<file path="src/rtl/ex_muldiv_unit.sv">
// rtl/ex_muldiv_unit.sv - RV32M EX-stage iterative multiply/divide unit with pipeline busywait
// Optional single-cycle multiplier when FAST_MUL_EN is defined.
module ex_muldiv_unit #(
    parameter int XLEN  = 32,
    parameter int ITERS = 32
) (
    input  logic            CLK,
    input  logic            reset,
    input  logic            start,
    input  logic [4:0]      aluop,
    input  logic [XLEN-1:0] op_a,
    input  logic [XLEN-1:0] op_b,
    input  logic            stall_in,
    input  logic            flush,
    output logic            busywait,
    output logic            done,
    output logic [XLEN-1:0] result
);

    typedef enum logic [1:0] {S_IDLE, S_MUL, S_DIV, S_DONE} state_t;

    state_t state_q, state_d;
    logic [5:0]  cnt_q, cnt_d;
    logic [2:0]  f3_q, f3_d;
    logic        sign_q, sign_d, rsign_q, rsign_d;
    logic [63:0] acc_q, acc_d, mcand_q, mcand_d;
    logic [31:0] opb_q, opb_d, quot_q, quot_d, result_q, result_d;
    logic [32:0] rem_q, rem_d;

    logic [2:0]  f3;
    logic        m, sgn_a, sgn_b, neg_a, neg_b, div_zero, div_ovf;
    logic [31:0] abs_a, abs_b;
    logic [63:0] prod_nxt, prod_fin;
    logic [31:0] mul_res, quot_nxt, q_fin, r_fin, div_res;
    logic [32:0] shl, diff, rem_nxt;
    logic        ge;
    logic        unused_bits;

    assign f3    = aluop[2:0];
    assign m     = start & aluop[4];
    assign sgn_a = (f3 == 3'b001) | (f3 == 3'b010) | (f3 == 3'b100) | (f3 == 3'b110);
    assign sgn_b = (f3 == 3'b001) | (f3 == 3'b100) | (f3 == 3'b110);
    assign neg_a = sgn_a & op_a[31];
    assign neg_b = sgn_b & op_b[31];
    assign abs_a = neg_a ? (~op_a + 32'd1) : op_a;
    assign abs_b = neg_b ? (~op_b + 32'd1) : op_b;
    assign div_zero = (op_b == 32'd0);
    assign div_ovf  = f3[2] & ~f3[0] & (op_a == 32'h8000_0000) & (op_b == 32'hFFFF_FFFF);

    // One shift-add step; the final step's sum feeds the result directly.
    assign prod_nxt = acc_q + (opb_q[0] ? mcand_q : 64'd0);
    assign prod_fin = sign_q ? (~prod_nxt + 64'd1) : prod_nxt;
    assign mul_res  = (f3_q == 3'b000) ? prod_fin[31:0] : prod_fin[63:32];

    // One restoring-divide step: shift in the next dividend bit, subtract if it fits.
    assign shl      = {rem_q[31:0], quot_q[31]};
    assign diff     = shl - {1'b0, opb_q};
    assign ge       = (shl >= {1'b0, opb_q});
    assign rem_nxt  = ge ? diff : shl;
    assign quot_nxt = {quot_q[30:0], ge};
    assign q_fin    = sign_q ? (~quot_nxt + 32'd1) : quot_nxt;
    assign r_fin    = rsign_q ? (~rem_nxt[31:0] + 32'd1) : rem_nxt[31:0];
    assign div_res  = f3_q[1] ? r_fin : q_fin;

`ifdef FAST_MUL_EN
    logic signed [65:0] fprod;
    logic [31:0]        fast_res;
    assign fprod    = $signed({neg_a, op_a}) * $signed({neg_b, op_b});
    assign fast_res = (f3 == 3'b000) ? fprod[31:0] : fprod[63:32];
    assign unused_bits = ^{aluop[3], rem_q[32], fprod[65:64]};
`else
    assign unused_bits = ^{aluop[3], rem_q[32]};
`endif

    always_comb begin
        state_d  = state_q;
        cnt_d    = cnt_q;
        f3_d     = f3_q;
        sign_d   = sign_q;
        rsign_d  = rsign_q;
        acc_d    = acc_q;
        mcand_d  = mcand_q;
        opb_d    = opb_q;
        quot_d   = quot_q;
        rem_d    = rem_q;
        result_d = result_q;
        case (state_q)
            S_IDLE: begin
                if (m) begin
                    f3_d    = f3;
                    sign_d  = neg_a ^ neg_b;
                    rsign_d = neg_a;
                    cnt_d   = 6'd0;
                    if (f3[2]) begin
                        if (div_zero) begin
                            result_d = f3[1] ? op_a : 32'hFFFF_FFFF;
                            state_d  = S_DONE;
                        end else if (div_ovf) begin
                            result_d = f3[1] ? 32'd0 : 32'h8000_0000;
                            state_d  = S_DONE;
                        end else begin
                            rem_d   = 33'd0;
                            quot_d  = abs_a;
                            opb_d   = abs_b;
                            state_d = S_DIV;
                        end
                    end else begin
`ifdef FAST_MUL_EN
                        result_d = fast_res;
                        state_d  = S_DONE;
`else
                        acc_d   = 64'd0;
                        mcand_d = {32'd0, abs_a};
                        opb_d   = abs_b;
                        state_d = S_MUL;
`endif
                    end
                end
            end
            S_MUL: begin
                acc_d   = prod_nxt;
                mcand_d = mcand_q << 1;
                opb_d   = opb_q >> 1;
                cnt_d   = cnt_q + 6'd1;
                if (cnt_q == 6'(ITERS - 1)) begin
                    result_d = mul_res;
                    state_d  = S_DONE;
                end
            end
            S_DIV: begin
                rem_d  = rem_nxt;
                quot_d = quot_nxt;
                cnt_d  = cnt_q + 6'd1;
                if (cnt_q == 6'(ITERS - 1)) begin
                    result_d = div_res;
                    state_d  = S_DONE;
                end
            end
            default: begin
                // start still names the finished instruction here, so it is not looked at
                if (!stall_in) state_d = S_IDLE;
            end
        endcase
        if (flush) state_d = S_IDLE;
    end

    always_ff @(posedge CLK) begin
        if (reset) begin
            state_q  <= S_IDLE;
            cnt_q    <= 6'd0;
            f3_q     <= 3'd0;
            sign_q   <= 1'b0;
            rsign_q  <= 1'b0;
            acc_q    <= 64'd0;
            mcand_q  <= 64'd0;
            opb_q    <= 32'd0;
            quot_q   <= 32'd0;
            rem_q    <= 33'd0;
            result_q <= 32'd0;
        end else begin
            state_q  <= state_d;
            cnt_q    <= cnt_d;
            f3_q     <= f3_d;
            sign_q   <= sign_d;
            rsign_q  <= rsign_d;
            acc_q    <= acc_d;
            mcand_q  <= mcand_d;
            opb_q    <= opb_d;
            quot_q   <= quot_d;
            rem_q    <= rem_d;
            result_q <= result_d;
        end
    end

    assign busywait = ~reset & (((state_q == S_IDLE) & m) | (state_q == S_MUL) | (state_q == S_DIV));
    assign done     = (state_q == S_DONE);
    assign result   = result_q;

endmodule

</file>
<file path="config.mk">
export PLATFORM = sky130hd
export DESIGN_NAME = ex_muldiv_unit
export DESIGN_NICKNAME = d
export VERILOG_FILES = /design/src/rtl/ex_muldiv_unit.sv
export SDC_FILE = /design/constraint.sdc
export NUM_CORES = 1
export LEC_CHECK = 0
export BUFFER_PORTS_ARGS = -buffer_cell sky130_fd_sc_hd__buf_2
export CORE_AREA = 2 2 265 267
export DETAILED_ROUTE_END_ITERATION = 7
export DIE_AREA = 0 0 267 269
export GPL_TIMING_DRIVEN = 0
export PLACE_DENSITY = 0.6
export SYNTH_ARGS = -nofsm -noshare
export SYNTH_HDL_FRONTEND = slang
export SYNTH_SLANG_ARGS = --single-unit
</file>
<file path="constraint.sdc">
create_clock -name CLK -period 11.9 [get_ports CLK]
set_input_delay 0.595 -clock CLK [delete_from_list [all_inputs] [get_ports CLK]]
set_output_delay 0.595 -clock CLK [all_outputs]
set_load 0.01 [all_outputs]
</file>
==> out/metrics.cfg <==
[outcome]
status = completed

[layout]
drive_gt1_share_pct = 6.846
fill_cells = 7436
fin_nets = 3762
area_growth_pct = 12.53

[synth]
synth_edf_count = 0
synth_top_family_by_area = compound AO/OA/AOI/OAI gates
yosys.area.top_type = dfxtp_1
ys_seq_area_share_pct = 22.54
synth_area_leaders = dfxtp_1 (23%), a21oi_1 (8.0%), nand2_1 (7.1%)
post-synth-top-count-cell = nand2_1
avgSynthCellArea_sq_um = 6.953
yosysWarningCount = 0
muxShareOfSynthArea_pct = 2.378
synth-seq-cells = 269
synth_top_cells_by_count = nand2_1 (454), nor2_1 (392), a21oi_1 (380)
synth_compound_area_share_pct = 29.74
syn_area_sq_mm = 0.02389
synthXorXnorAreaFrac_pct = 7.510
synthFlopType = dfxtp_1
synth-simple-area-share_pct = 27.30
synth_cells = 3436
yosysUniqueCellTypes = 97
synth_top_area_share_pct = 22.54
synth_nets = 3618
async_flop_share_pct = 0
synthAdderAreaFrac_pct = 5.719

[critical_path]
crit_type = reg -> reg
required_ps = 12350
slowest_stage = nor4_1
start_kind = flip-flop
critPathBufInv = 8
endpoint_kind = flip-flop
crit_top_cell = clkbuf_1
slowest_delay_ps = 710
critPathTopFamily = buffers and inverters
critPathMaxFanout = 10
cp.arrival_ps = 8270

[cts]
htree_levels = 2
cts_setup_buffers = 0
numCtsBuffers = 37
cts.sinks = 269
path_clk_slew_ps = 60
clk_latency_ps = 590
cts_tree = built
cts_buffer_depth = 3
cts.repair.resized = 0
root_buffer = clkbuf_16
cts-hold-fix-buffers = 0

[global_route]
grt_pass1_wl_microns = 161300
grt-ovfl-total = 0
antenna_found_initial = 6
globalRouteTotalUtil_pct = 29.78
grt_pass1_vias = 24770
grt_max_degree = 13

[route]
wl_per_cell_microns = 24.33
routed_via_density = 6.154
drc_errors = 0
num_vias = 28000
firstDrtPassIters = 6
drt_iter0_markers = 3608
ant_nets = 0
drt_wl_total_microns = 110700

[power]
p_leak_nw = 10.24
total_power_mw = 2.882
ir_worst_vdd_v = 0.00007919
powerDensity_mw_per_mm2 = 107.2

[sta]
setup_viol = 0
fin_crit_ps = 7819
fmax_mhz = 127.9
hold_viol = 0
slew_headroom_pct = 10.40
rsz0062_at_grt = false
drv_slew = 0
tightest_slew_ps = 1344
period_share_pct = 65.70
fin_worst_skew_ps = 54.70
tns_ps = 0

[floorplan]
core_area_sq_mm = 0.06930
die_h_microns = 269
die_x_microns = 267
fp-row-count = 97
initial_core_util_pct = 34.48
ios = 108
dieArea_sq_mm = 0.07182

[place]
hpwl_microns = 88670
gp_congestion = 1.027
port_buffers = 105

[worst_hold_path]
hold_path_class = in -> reg

[flow_run]
max-cap-violations = 0

==> stage by stage <==
stage	hold WS, ps	instance area [sq um]	cells	util (%)	worst slack, ps
6_report	236.5	26890	4549	38.80	4081
5_1_grt	239.9	26880	4548	38.79	3809
2_1_floorplan	431.9	23890	3436	-	6649
4_1_cts	218.5	26880	4548	38.79	4355
3_3_place_gp	437.2	25590	4481	36.93	4383
3_5_place_dp	444.3	25590	4481	36.93	4413
==> state kept, by name, indices dropped and copies added (netlist names) <==
name,flops
state_q,2
cnt_q,6
result,32
sign_q,1
rem_q,32
acc_q,64
rsign_q,1
f3_q,3
quot_q,32
opb_q,32
mcand_q,64
==> layout by cell type, fill, tap and decap left out, drive strengths merged, types with 19 or more instances in the layout <==
cell type	instances
xnor2	116
nor4	38
nor3	83
dfxtp	269
o21ai	253
a31oi	21
or4	24
nand4	49
and3	19
buf	132
xor2	88
o211ai	35
a211oi	67
nand3	98
o2111ai	19
clkbuf	245
and2	86
or3	54
a21oi	384
o21a	24
a22oi	59
mux2i	41
o31ai	42
ha	106
nor2	393
a21o	51
nand2b	24
inv	72
nand2	454
==> where the power goes <==
| group | total (mW) | internal [mW] | switching [mW] |
|---|---|---|---|
| clock | 1.20 | 0.725 | 0.479 |
| sequential | 0.940 | 0.920 | 0.0200 |
| combinational | 0.738 | 0.221 | 0.517 |
==> worst register-to-register path: stages (launching register included) <==
cell	delay [ps]
dfxtp_1	470
ha_1	290
clkbuf_1	180
a21o_1	250
a31o_2	240
o211ai_1	170
and3_1	170
clkbuf_1	230
o21a_1	410
nor2_2	190
inv_1	280
clkbuf_1	500
clkbuf_1	510
buf_1	450
o21ai_0	240
inv_1	100
ha_1	250
inv_1	120
nor4_1	710
nand3_1	140
a21oi_1	160
a41oi_1	110
nor3_1	440
a31oi_1	160
xor2_1	230
a21oi_1	120
o221ai_1	400
nand3_1	160
==> layout make-up <==
type	instances	area, sq um	share of cell area, %
antenna	1	2.502	0.009308
clock buffer	46	1030	3.830
clock inverter	21	255.2	0.9494
buffer	226	880.8	3.276
tap	940	1176	4.375
timing repair buffer	105	525.5	1.955
multi-input combinational	2869	17360	64.57
sequential	269	5385	20.03
inverter	72	270.3	1.005
==> per-layer routing <==
| layer | vias up | wire length, microns | global-route usage (%) |
|---|---|---|---|
| li1 | 12820 | - | - |
| met1 | 13260 | 48080 | 42.28 |
| met2 | 1622 | 44310 | 42.80 |
| met3 | 298 | 11980 | 5.251 |
| met4 | 4 | 6263 | 15.20 |
| met5 | - | 25 | 0.1351 |
==> path summary, 6_finish.rpt <==
| kind | depth (start not counted) | endpoint | start | slack [ps] |
|---|---|---|---|---|
| hold / removal | 2 | state_q[0]$_SDFFE_PP0P_ | flush | 240 |
| setup reg to reg | 27 | result[24]$_SDFFE_PP0P_ | rem_q[3]$_SDFFE_PP0P_ | 4080 |
| setup / recovery | 27 | result[24]$_SDFFE_PP0P_ | rem_q[3]$_SDFFE_PP0P_ | 4080 |
| hold reg to reg | 2 | result[6]$_SDFFE_PP0P_ | result[6]$_SDFFE_PP0P_ | 460 |
==> logic make-up (layout without fill, tap and decap cells) <==
group	count (synthesis)	in the layout
simple gates	1388	1388
compound gates	1115	1115
buf+inv	298	470
flops	269	269
xor+xnor	204	204
fa+ha+maj	108	108
mux	54	54
other cells	0	1
Note: power is estimated with default switching activity, not from simulation.
